<file path="src/rtl/dmem_pkg.sv">
// -----------------------------------------------------------------------------
// dmem_pkg
// Shared definitions for the data-memory responder:
//   - FSM state encodings (IDLE / WAIT / RESP)
//   - dmem_req_t : one latched load/store request
//   - byte_merge : overlay the enabled byte lanes of a new word on an old word
//   - addr_err   : misaligned or out-of-range byte address check
// -----------------------------------------------------------------------------
package dmem_pkg;

   localparam logic [1:0] IDLE = 2'd0;
   localparam logic [1:0] WAIT = 2'd1;
   localparam logic [1:0] RESP = 2'd2;

   typedef struct packed {
      logic        write;
      logic [31:0] addr;
      logic [31:0] wdata;
      logic [3:0]  byte_en;
   } dmem_req_t;

   // Lane i (bits 8i+7:8i) comes from new_word when be[i] is set.
   function automatic logic [31:0] byte_merge(input logic [31:0] old_word,
                                              input logic [31:0] new_word,
                                              input logic [3:0]  be);
      logic [31:0] merged;
      merged = old_word;
      for (int i = 0; i < 4; i++) begin
         if (be[i]) merged[8*i +: 8] = new_word[8*i +: 8];
      end
      return merged;
   endfunction

   // Byte address must be word aligned and below 4*mem_words; comparing the
   // word index avoids forming 4*mem_words explicitly.
   function automatic logic addr_err(input logic [31:0] addr,
                                     input int unsigned mem_words);
      return (addr[1:0] != 2'b00) || (addr[31:2] >= 30'(mem_words));
   endfunction

endpackage

</file>
<file path="src/rtl/dmem_array.sv">
// -----------------------------------------------------------------------------
// dmem_array
// MEM_WORDS x 32 RAM: synchronous byte-enabled write, combinational read.
// With DMEM_STORE_BUFFER_EN defined, writes land in a single-entry posted
// store buffer that drains into the RAM after WAIT_CYCLES idle cycles, and
// reads of the buffered word see the buffered lanes merged over RAM data.
//
// Ports:
//   CLK      clock
//   Reset    async active-high reset, clears the store buffer (buffer build only)
//   idle     responder FSM is in IDLE; drain countdown runs only then (buffer build only)
//   buf_full store buffer holds an undrained store (buffer build only)
//   wr_en    write (or buffer fill) strobe
//   addr     word index
//   wdata    write data
//   byte_en  write byte lanes
//   rd_data  combinational read data for addr
// -----------------------------------------------------------------------------
module dmem_array
   import dmem_pkg::*;
#(
   parameter int MEM_WORDS   = 64,
`ifdef DMEM_STORE_BUFFER_EN
   parameter int WAIT_CYCLES = 2,
   parameter int CNT_W       = 4,
`endif
   parameter int AW          = 6
) (
   input  logic          CLK,
`ifdef DMEM_STORE_BUFFER_EN
   input  logic          Reset,
   input  logic          idle,
   output logic          buf_full,
`endif
   input  logic          wr_en,
   input  logic [AW-1:0] addr,
   input  logic [31:0]   wdata,
   input  logic [3:0]    byte_en,
   output logic [31:0]   rd_data
);

   logic [31:0] mem [MEM_WORDS];
   logic [31:0] ram_word;

   assign ram_word = mem[addr];

`ifdef DMEM_STORE_BUFFER_EN
   logic             buf_valid_reg;
   logic [AW-1:0]    buf_addr_reg;
   logic [31:0]      buf_data_reg;
   logic [3:0]       buf_be_reg;
   logic [CNT_W-1:0] drain_cnt_reg;
   logic             drain;

   // The last idle cycle of the countdown commits the entry; a count of 0
   // (WAIT_CYCLES=0) drains on the first idle edge.
   assign drain    = buf_valid_reg && idle && (drain_cnt_reg <= CNT_W'(1));
   assign buf_full = buf_valid_reg;

   always_ff @(posedge CLK or posedge Reset) begin
      if (Reset) begin
         buf_valid_reg <= 1'b0;
         buf_addr_reg  <= '0;
         buf_data_reg  <= '0;
         buf_be_reg    <= '0;
         drain_cnt_reg <= '0;
      end else begin
         // The responder only fills when the buffer is empty, so a fill and a
         // drain never coincide.
         if (wr_en) begin
            buf_valid_reg <= 1'b1;
            buf_addr_reg  <= addr;
            buf_data_reg  <= wdata;
            buf_be_reg    <= byte_en;
            drain_cnt_reg <= CNT_W'(WAIT_CYCLES);
         end else if (drain) begin
            buf_valid_reg <= 1'b0;
         end else if (buf_valid_reg && idle) begin
            drain_cnt_reg <= drain_cnt_reg - CNT_W'(1);
         end
      end
   end

   // RAM contents survive reset, so the array itself has no reset.
   always_ff @(posedge CLK) begin
      if (drain) mem[buf_addr_reg] <= byte_merge(mem[buf_addr_reg], buf_data_reg, buf_be_reg);
   end

   assign rd_data = (buf_valid_reg && (buf_addr_reg == addr))
                  ? byte_merge(ram_word, buf_data_reg, buf_be_reg)
                  : ram_word;
`else
   always_ff @(posedge CLK) begin
      if (wr_en) mem[addr] <= byte_merge(ram_word, wdata, byte_en);
   end

   assign rd_data = ram_word;
`endif

endmodule

</file>
<file path="src/rtl/dmem_responder.sv">
// -----------------------------------------------------------------------------
// dmem_responder
// Load/store responder for the MEM stage: accepts one request at a time,
// inserts WAIT_CYCLES wait states, then pulses RespValid for one cycle.
// dMemOut holds the most recent successfully loaded word.
// Optional macro DMEM_STORE_BUFFER_EN: single-entry posted store buffer,
// stores respond with latency 1 while the buffer is empty.
//
// Ports:
//   CLK        clock, rising edge
//   Reset      asynchronous active-high reset
//   ReqValid   request present          ReqReady  responder can accept
//   ReqWrite   1 = store, 0 = load      Addr      byte address (word aligned)
//   WData      store data               ByteEn    store byte lanes
//   RespValid  one-cycle completion     RData     load data (0 for stores/errors)
//   AddrErr    misaligned/out-of-range, valid with RespValid
//   dMemOut    last successfully loaded word
// -----------------------------------------------------------------------------
module dmem_responder
   import dmem_pkg::*;
#(
   parameter int MEM_WORDS   = 64,
   parameter int WAIT_CYCLES = 2,
   parameter int CNT_W       = 4
) (
   input  logic        CLK,
   input  logic        Reset,
   input  logic        ReqValid,
   output logic        ReqReady,
   input  logic        ReqWrite,
   input  logic [31:0] Addr,
   input  logic [31:0] WData,
   input  logic [3:0]  ByteEn,
   output logic        RespValid,
   output logic [31:0] RData,
   output logic        AddrErr,
   output logic [31:0] dMemOut
);

   localparam int AW = (MEM_WORDS > 1) ? $clog2(MEM_WORDS) : 1;

   logic [1:0]       state_reg, state_next;
   logic [CNT_W-1:0] cnt_reg, cnt_next;
   dmem_req_t        req_reg, in_req, cur_req;
   logic             resp_valid_reg, addr_err_reg;
   logic [31:0]      rdata_reg, dmem_out_reg;
   logic             accept, fast_store, do_access, cur_err, load_ok, ram_wr_en;
   logic [31:0]      ram_rdata;

`ifdef DMEM_STORE_BUFFER_EN
   logic buf_full;
   // A store must wait while the buffer still holds an undrained entry.
   assign ReqReady   = (state_reg == IDLE) && !Reset && !(ReqWrite && buf_full);
   // Erroneous stores never enter the buffer and take the normal wait path.
   assign fast_store = ReqWrite && !addr_err(Addr, MEM_WORDS);
`else
   assign ReqReady   = (state_reg == IDLE) && !Reset;
   assign fast_store = 1'b0;
`endif

   assign accept = ReqValid && ReqReady;
   assign in_req = {ReqWrite, Addr, WData, ByteEn};

   // When RESP is entered straight from IDLE the request is being latched on
   // the same edge, so the access uses the live inputs.
   assign cur_req   = (state_reg == IDLE) ? in_req : req_reg;
   assign cur_err   = addr_err(cur_req.addr, MEM_WORDS);
   assign do_access = (state_next == RESP);
   assign load_ok   = do_access && !cur_req.write && !cur_err;
   assign ram_wr_en = do_access && cur_req.write && !cur_err && !Reset;

   always_comb begin
      state_next = state_reg;
      cnt_next   = cnt_reg;
      case (state_reg)
         IDLE: begin
            if (accept) begin
               cnt_next   = CNT_W'(WAIT_CYCLES);
               state_next = ((WAIT_CYCLES == 0) || fast_store) ? RESP : WAIT;
            end
         end
         WAIT: begin
            cnt_next = cnt_reg - CNT_W'(1);
            if (cnt_reg == CNT_W'(1)) state_next = RESP;
         end
         RESP:    state_next = IDLE;
         default: state_next = IDLE;
      endcase
   end

   always_ff @(posedge CLK or posedge Reset) begin
      if (Reset) begin
         state_reg      <= IDLE;
         cnt_reg        <= '0;
         req_reg        <= '0;
         resp_valid_reg <= 1'b0;
         addr_err_reg   <= 1'b0;
         rdata_reg      <= '0;
         dmem_out_reg   <= '0;
      end else begin
         state_reg      <= state_next;
         cnt_reg        <= cnt_next;
         if (accept) req_reg <= in_req;
         resp_valid_reg <= do_access;
         addr_err_reg   <= do_access && cur_err;
         rdata_reg      <= load_ok ? ram_rdata : 32'h0;
         if (load_ok) dmem_out_reg <= ram_rdata;
      end
   end

   dmem_array #(
      .MEM_WORDS  (MEM_WORDS),
`ifdef DMEM_STORE_BUFFER_EN
      .WAIT_CYCLES(WAIT_CYCLES),
      .CNT_W      (CNT_W),
`endif
      .AW         (AW)
   ) u_array (
      .CLK     (CLK),
`ifdef DMEM_STORE_BUFFER_EN
      .Reset   (Reset),
      .idle    (state_reg == IDLE),
      .buf_full(buf_full),
`endif
      .wr_en   (ram_wr_en),
      .addr    (cur_req.addr[AW+1:2]),
      .wdata   (cur_req.wdata),
      .byte_en (cur_req.byte_en),
      .rd_data (ram_rdata)
   );

   assign RespValid = resp_valid_reg;
   assign RData     = rdata_reg;
   assign AddrErr   = addr_err_reg;
   assign dMemOut   = dmem_out_reg;

endmodule

</file>
<file path="config.mk">
export PLATFORM = sky130hd
export DESIGN_NAME = dmem_responder
export DESIGN_NICKNAME = d
export VERILOG_FILES = /design/src/rtl/dmem_pkg.sv /design/src/rtl/dmem_array.sv /design/src/rtl/dmem_responder.sv
export SDC_FILE = /design/constraint.sdc
export NUM_CORES = 2
export LEC_CHECK = 0
export ABC_AREA = 1
export CAP_MARGIN = 20
export CELL_PAD_IN_SITES_DETAIL_PLACEMENT = 0
export CELL_PAD_IN_SITES_GLOBAL_PLACEMENT = 1
export CORE_MARGIN = 1
export CORE_UTILIZATION = 38
export DETAILED_ROUTE_END_ITERATION = 8
export PLACE_DENSITY_LB_ADDON = 0.3
export SLEW_MARGIN = 10
export SYNTH_ARGS = -nofsm -noshare
export SYNTH_HDL_FRONTEND = slang
export SYNTH_SLANG_ARGS = --single-unit
</file>
<file path="constraint.sdc">
create_clock -name CLK -period 4.8 [get_ports CLK]
set_input_delay 0.72 -clock CLK [delete_from_list [all_inputs] [get_ports CLK]]
set_output_delay 0.72 -clock CLK [all_outputs]
set_load 0.1 [all_outputs]
</file>
# After elaboration in Yosys (flattened, before gate mapping)
# Memories as Yosys holds them, arrays and structs flattened.
# Index checks and enable logic that the tools add are counted.
dict set report totals {
  mem_bits_rw 2048
  input_bits 72
  register_bits 141
  mem_count 1
  wordCells 50
  output_inout_bits 67
}
# name words width rd rd_clocked_by_memory_dff wr line_no
set memory_table {}
lappend memory_table {u_array.mem 64 32 1 0 1 dmem_array.sv:42} ;# logic [31:0] mem [MEM_WORDS];
dict set report op_classes {
  n_addsub 1
  n_reduce_logical 16
  n_eq_ne 4
  order_cmp 1
  n_mux 17
}
# operator count
set ops {}
lappend ops {{two-way mux 69 bit} 1}
lappend ops {{two-way mux 8 bit} 8}
lappend ops {{two-way mux 32 bit} 1}
lappend ops {{>= comparator 30 x 7 -> 1 bit (second input constant)} 1}
lappend ops {{logical AND 1 bit} 8}
lappend ops {{case mux 4 bit (2 select lines)} 1}
lappend ops {{equality test 4 x 1 -> 1 bit (second input constant)} 1}
lappend ops {{two-way mux 2 bit} 2}
lappend ops {{two-way mux 4 bit} 1}
lappend ops {{case mux 2 bit (2 select lines)} 1}
lappend ops {{nonzero test 2 bit} 2}
lappend ops {{subtractor 4 x 1 -> 4 bit (second input constant)} 1}
lappend ops {{logical NOT 1 bit} 3}
lappend ops {{equality test 2 x 1 -> 1 bit (second input constant)} 1}
lappend ops {{equality test 2 bit (second input constant)} 1}
lappend ops {{logical NOT 2 bit} 1}
lappend ops {{two-way mux 1 bit} 2}
lappend ops {{!= test 2 bit (second input constant)} 1}
lappend ops {{AND reduction 2 bit} 1}
lappend ops {{logical OR 1 bit} 1}

# Depth between registers and ports, before layout
dict set report depth {
  word_depth 11
  depth_mapped 16
  mapped_depth_nobuf 13
}

# Hierarchy
# From an unflattened synthesis, not the netlist that was laid out.
dict set report hier_totals {
  cells_unflattened 9169
  area_unflattened_um2 92716.4
}
# module area_each_um2 seq_area_each_um2 cells_each instances
set by_module_without_submodules {}
lappend by_module_without_submodules {dmem_array 86759.5 61499.0 8512 1}
lappend by_module_without_submodules {dmem_responder 5957.0 3528.4 657 1}

# Worst setup path after synthesis
# Ideal clock, no wire load.
dict set report synth_path {
  path_type {in2reg}
  start {input port Addr[18]}
  end {memory u_array.mem[41][0] (enable)}
  n_path_buf 1
  slack_ns 0.250
  t_required_ns 4.339
  setup_ns 0.461
  cell_stages 6
  t_arrival_ns 4.089
  cell_sequence {nor4_1 -> nand3_1 -> a22oi_1 -> nand4_1 -> clkbuf_1 -> nor3_1}
}
dict set report synth_via {
  elab_chain_cells 8
}
# element line_no
set synth_rtl {}
lappend synth_rtl {{start: declaration} dmem_responder.sv:31} ;# input logic [31:0] Addr,
lappend synth_rtl {{two-way mux 69 bit} dmem_responder.sv:66} ;# assign cur_req = (state_reg == IDLE) ? in_req : req_reg;
lappend synth_rtl {{>= comparator 30 x 7 -> 1 bit} dmem_pkg.sv:38} ;# return (addr[1:0] != 2'b00) || (addr[31:2] >= 30'(mem_words));
lappend synth_rtl {{logical OR 1 bit} dmem_pkg.sv:38}
lappend synth_rtl {{logical NOT 1 bit} dmem_responder.sv:70} ;# assign ram_wr_en = do_access && cur_req.write && !cur_err && !Reset;
lappend synth_rtl {{logical AND 1 bit (2 in series)} dmem_responder.sv:70}
lappend synth_rtl {{two-way mux 1 bit} dmem_array.sv:94} ;# if (wr_en) mem[addr] <= byte_merge(ram_word, wdata, byte_en);
lappend synth_rtl {{two-way mux 1 bit (not written as such)} dmem_array.sv:94}
lappend synth_rtl {{end: declaration} dmem_array.sv:42}
# Every way passes these cells.

# Worst setup path in the final report
dict set report layout_path {
  start {register state_reg[0]}
  end {memory u_array.mem[41][21] (data pin)}
}
dict set report layout_via {
  elab_chain_cells 5
}
# element line_no
set layout_rtl {}
lappend layout_rtl {{start: declaration} dmem_responder.sv:42} ;# logic [1:0] state_reg, state_next;
lappend layout_rtl {{start signal: assignment} dmem_responder.sv:101} ;# state_reg <= state_next;
lappend layout_rtl {{logical NOT 2 bit *} dmem_responder.sv:66}
lappend layout_rtl {{two-way mux 69 bit *} dmem_responder.sv:66}
lappend layout_rtl {{memory (64 x 32 bit)} -}
lappend layout_rtl {{two-way mux 8 bit *} dmem_pkg.sv:29} ;# if (be[i]) merged[8*i +: 8] = new_word[8*i +: 8];
lappend layout_rtl {{two-way mux 8 bit *} dmem_array.sv:94}
# Mark *: on every way between the ends. The rest lies on a longest branch, timed or not. The select of a mux whose other input is x is not followed.

==> metrics.txt <==
Synth top cells by count=nand2_1, inv_1, edfxtp_1; largest family of logic cells by synthesized area=simple AND/OR/NAND/NOR gates; ys async rst share=0.0644; Cell variety after synth=30; Rel. slew slack=0.214; HPWL after DPL=between 150000 and 200000 µm; row count=182; DRC errors left=0; Final Max Tran Viols=0; wire length on met2=approximately 140000 µm; layout net count=9624; Adder-Cell Fraction of Synth Area=0.000266; WS Path Type=flop to flop; first-pass GRT wire length=approximately 430000 µm; Hold Buf Count CTS=0; routed via count=between 60k and 70k; Worst-path clk slew=60 ps; Hold Slack=322 ps; max reg flops=between 2k and 2.5k; count leader, synth=nand2_1; Slew @ Worst Pin=around 1200 ps; synth warn=0; wire length per cell=22.7 µm; WL final=296000 µm; Setup TNS=0 ps; Yosys top cell by area=edfxtp_1; initial antenna violation count=15; cell count after synthesis=9234; synth top area cells=edfxtp_1, nand2_1, inv_1; die area=roughly 250000 µm²; CP peak stage delay=480 ps; die width=~500 µm; final setup fails=0; die extent in y=500 µm; CTS Sinks=~2.2k; min-delay worst type=input port to async pin; drt first pass iters=6; Tcrit/Tclk final=0.922; flops & latches, synth=between 2k and 2.5k; Net Count, Synth=9308; Worst Path Arrival=between 4000 and 5000 ps; Post-CTS Setup Bufs=0; Tmin final=between 4000 and 5000 ps; initial DRC count=6311; max frequency=226 MHz; Cell Area, Synth=between 90000 and 100000 µm²; mux share of post-synthesis cell area=0.00190; Tot GR Track Use=0.236; peak supply drop=0.711 mV; CP startpoint kind=flop; clock buffer depth=3; Post-Synth Simple-Gate Area=0.189; DR top layer=met5; post-CTS sizing=0; critical path peak fanout=64; Syn Area/Cell=approximately 10 µm²; TritonCTS clock tree=yes; status=finished, final reports clean; H-tree levels=4; most frequent CP cell=nand2_1; gr ovfl total=0; vias per std cell=4.86; M1 wire length=132000 µm; Worst path slowest cell=o21ai_1; Root Buffer=clkbuf_16; Fillers=22.8k; Synth Area in Compound Gates=0.0153; PwrDens=approximately 760 nW/µm²; worst-skew pair later-pin latency=900 ps; CP required=around 5300 ps; Critical Path End Type=flop; met3 wire length=between 20000 and 25000 µm; post-route ant nets=0; post-synthesis xor/xnor area fraction=0; IO Port Bufs=138; RSZ-0062 raised after global routing=false; Final Hold Viols=0; Max-Cap Viols=0; Seq/Total Area, Yosys=0.690; P_leak=roughly 48 nW; Ports=139; Post-synth EDFFs=2048; Top FF cell, synth=edfxtp_1; RePlAce Congestion=about 0.84; crit-path cells=nor2_4 -> nand2_1 -> nand2_8 -> buf_12 -> buf_12 -> nand2_1 -> nand3_1 -> nand2_1 -> o21ai_1 -> nand2_1 -> nor2_1 -> nand2_1 -> nand2_1 -> nand2_2 -> buf_12; share of cells above drive strength 1=0.0866; Initial Utilization=0.383; CTS Buf Count=approximately 220; core box area=approximately 250000 µm²; top cell type's share of synthesized area=0.653; Layout Area Growth over Synthesis=16.7%; vias in the first global route=~59k; Final Skew=36.4 ps; largest net degree at the start of global routing=between 100 and 150
## per-stage QoR
stage	power [W]	worst slack (ps)	area, µm²	util	cells
after floorplan	0.0489	250	94200	-	9234
after global placement	0.0667	120	103000	0.417	12600
after detailed placement	0.0671	81.1	103000	0.417	12600
after CTS	0.0840	473	110000	0.446	13000
after global routing	0.0878	305	110000	0.447	13100
final	0.0838	374	110000	0.447	13100
## area by class of cell
cell class / count / area (µm²) / area share
Sequential cell: 2189 / 65000 / 0.591
Inverter: 2088 / 7840 / 0.0713
Timing Repair Buffer: 494 / 5870 / 0.0534
Multi-Input combinational cell: 4555 / 19900 / 0.181
Clock inverter: 128 / 1170 / 0.0107
Antenna cell: 13 / 32.5 / 0.000296
Tap cell: 3312 / 4140 / 0.0377
Clock buffer: 285 / 5930 / 0.0540
## metal layers
metal,vias up,global-route usage
li1,29900,-
met1,31100,0.338
met2,2203,0.373
met3,353,0.0368
met4,2,0.0620
met5,-,0
## critical path, delay by kind of cell, from the launching register on
family	cells	cell delay, ps
and+or+nand+nor	11	2190
AOI/OAI and AO/OA	1	480
buffers and inverters	3	710
DFF	1	440
## final timing paths
check	end	cells past startpoint	slack, ps	startpoint
worst min-delay path	req_reg[64]	2	320	Reset
max in group asynchronous	req_reg[10]	3	3760	Reset
worst max-delay path	u_array.mem[41][21]	15	370	state_reg[0]
min in group CLK	req_reg[45]	3	440	Addr[9]
worst max register to register	u_array.mem[41][21]	15	370	state_reg[0]
worst min register to register	req_reg[49]	2	480	req_reg[49]
## report_power, final
group	total, W	internal (W)	leakage [nW]	switching [W]
registers	0.0301	0.0300	20.3	0.000136
clock network	0.0170	0.00949	3.46	0.00753
logic	0.0366	0.00874	23.9	0.0279
## kinds of logic (layout without fill, tap and decap cells)
group                    Yosys count  in the layout
AND/OR/NAND/NOR                 4251           4251
flip-flops                      2189           2189
buffers and inverters           2490           2995
other                              0             13
multiplexers                      16             16
AO/OA/AOI/OAI                    286            286
adder cells (fa/ha/maj)            2              2
## placed cells by master (no fill, tap or decap), drive strengths merged, types with 74 or more instances in the layout
master,synthesis,routed
edfxtp,2048,2048
clkinv,0,99
nor3,74,74
inv,2088,2095
nor2,113,113
clkbuf,85,285
nand3,1034,1034
clkdlybuf4s50,0,135
buf,317,359
nand4,104,104
dfrtp,141,141
o21ai,216,216
nand2,2883,2883
Note: power is estimated with default switching activity, not from simulation.
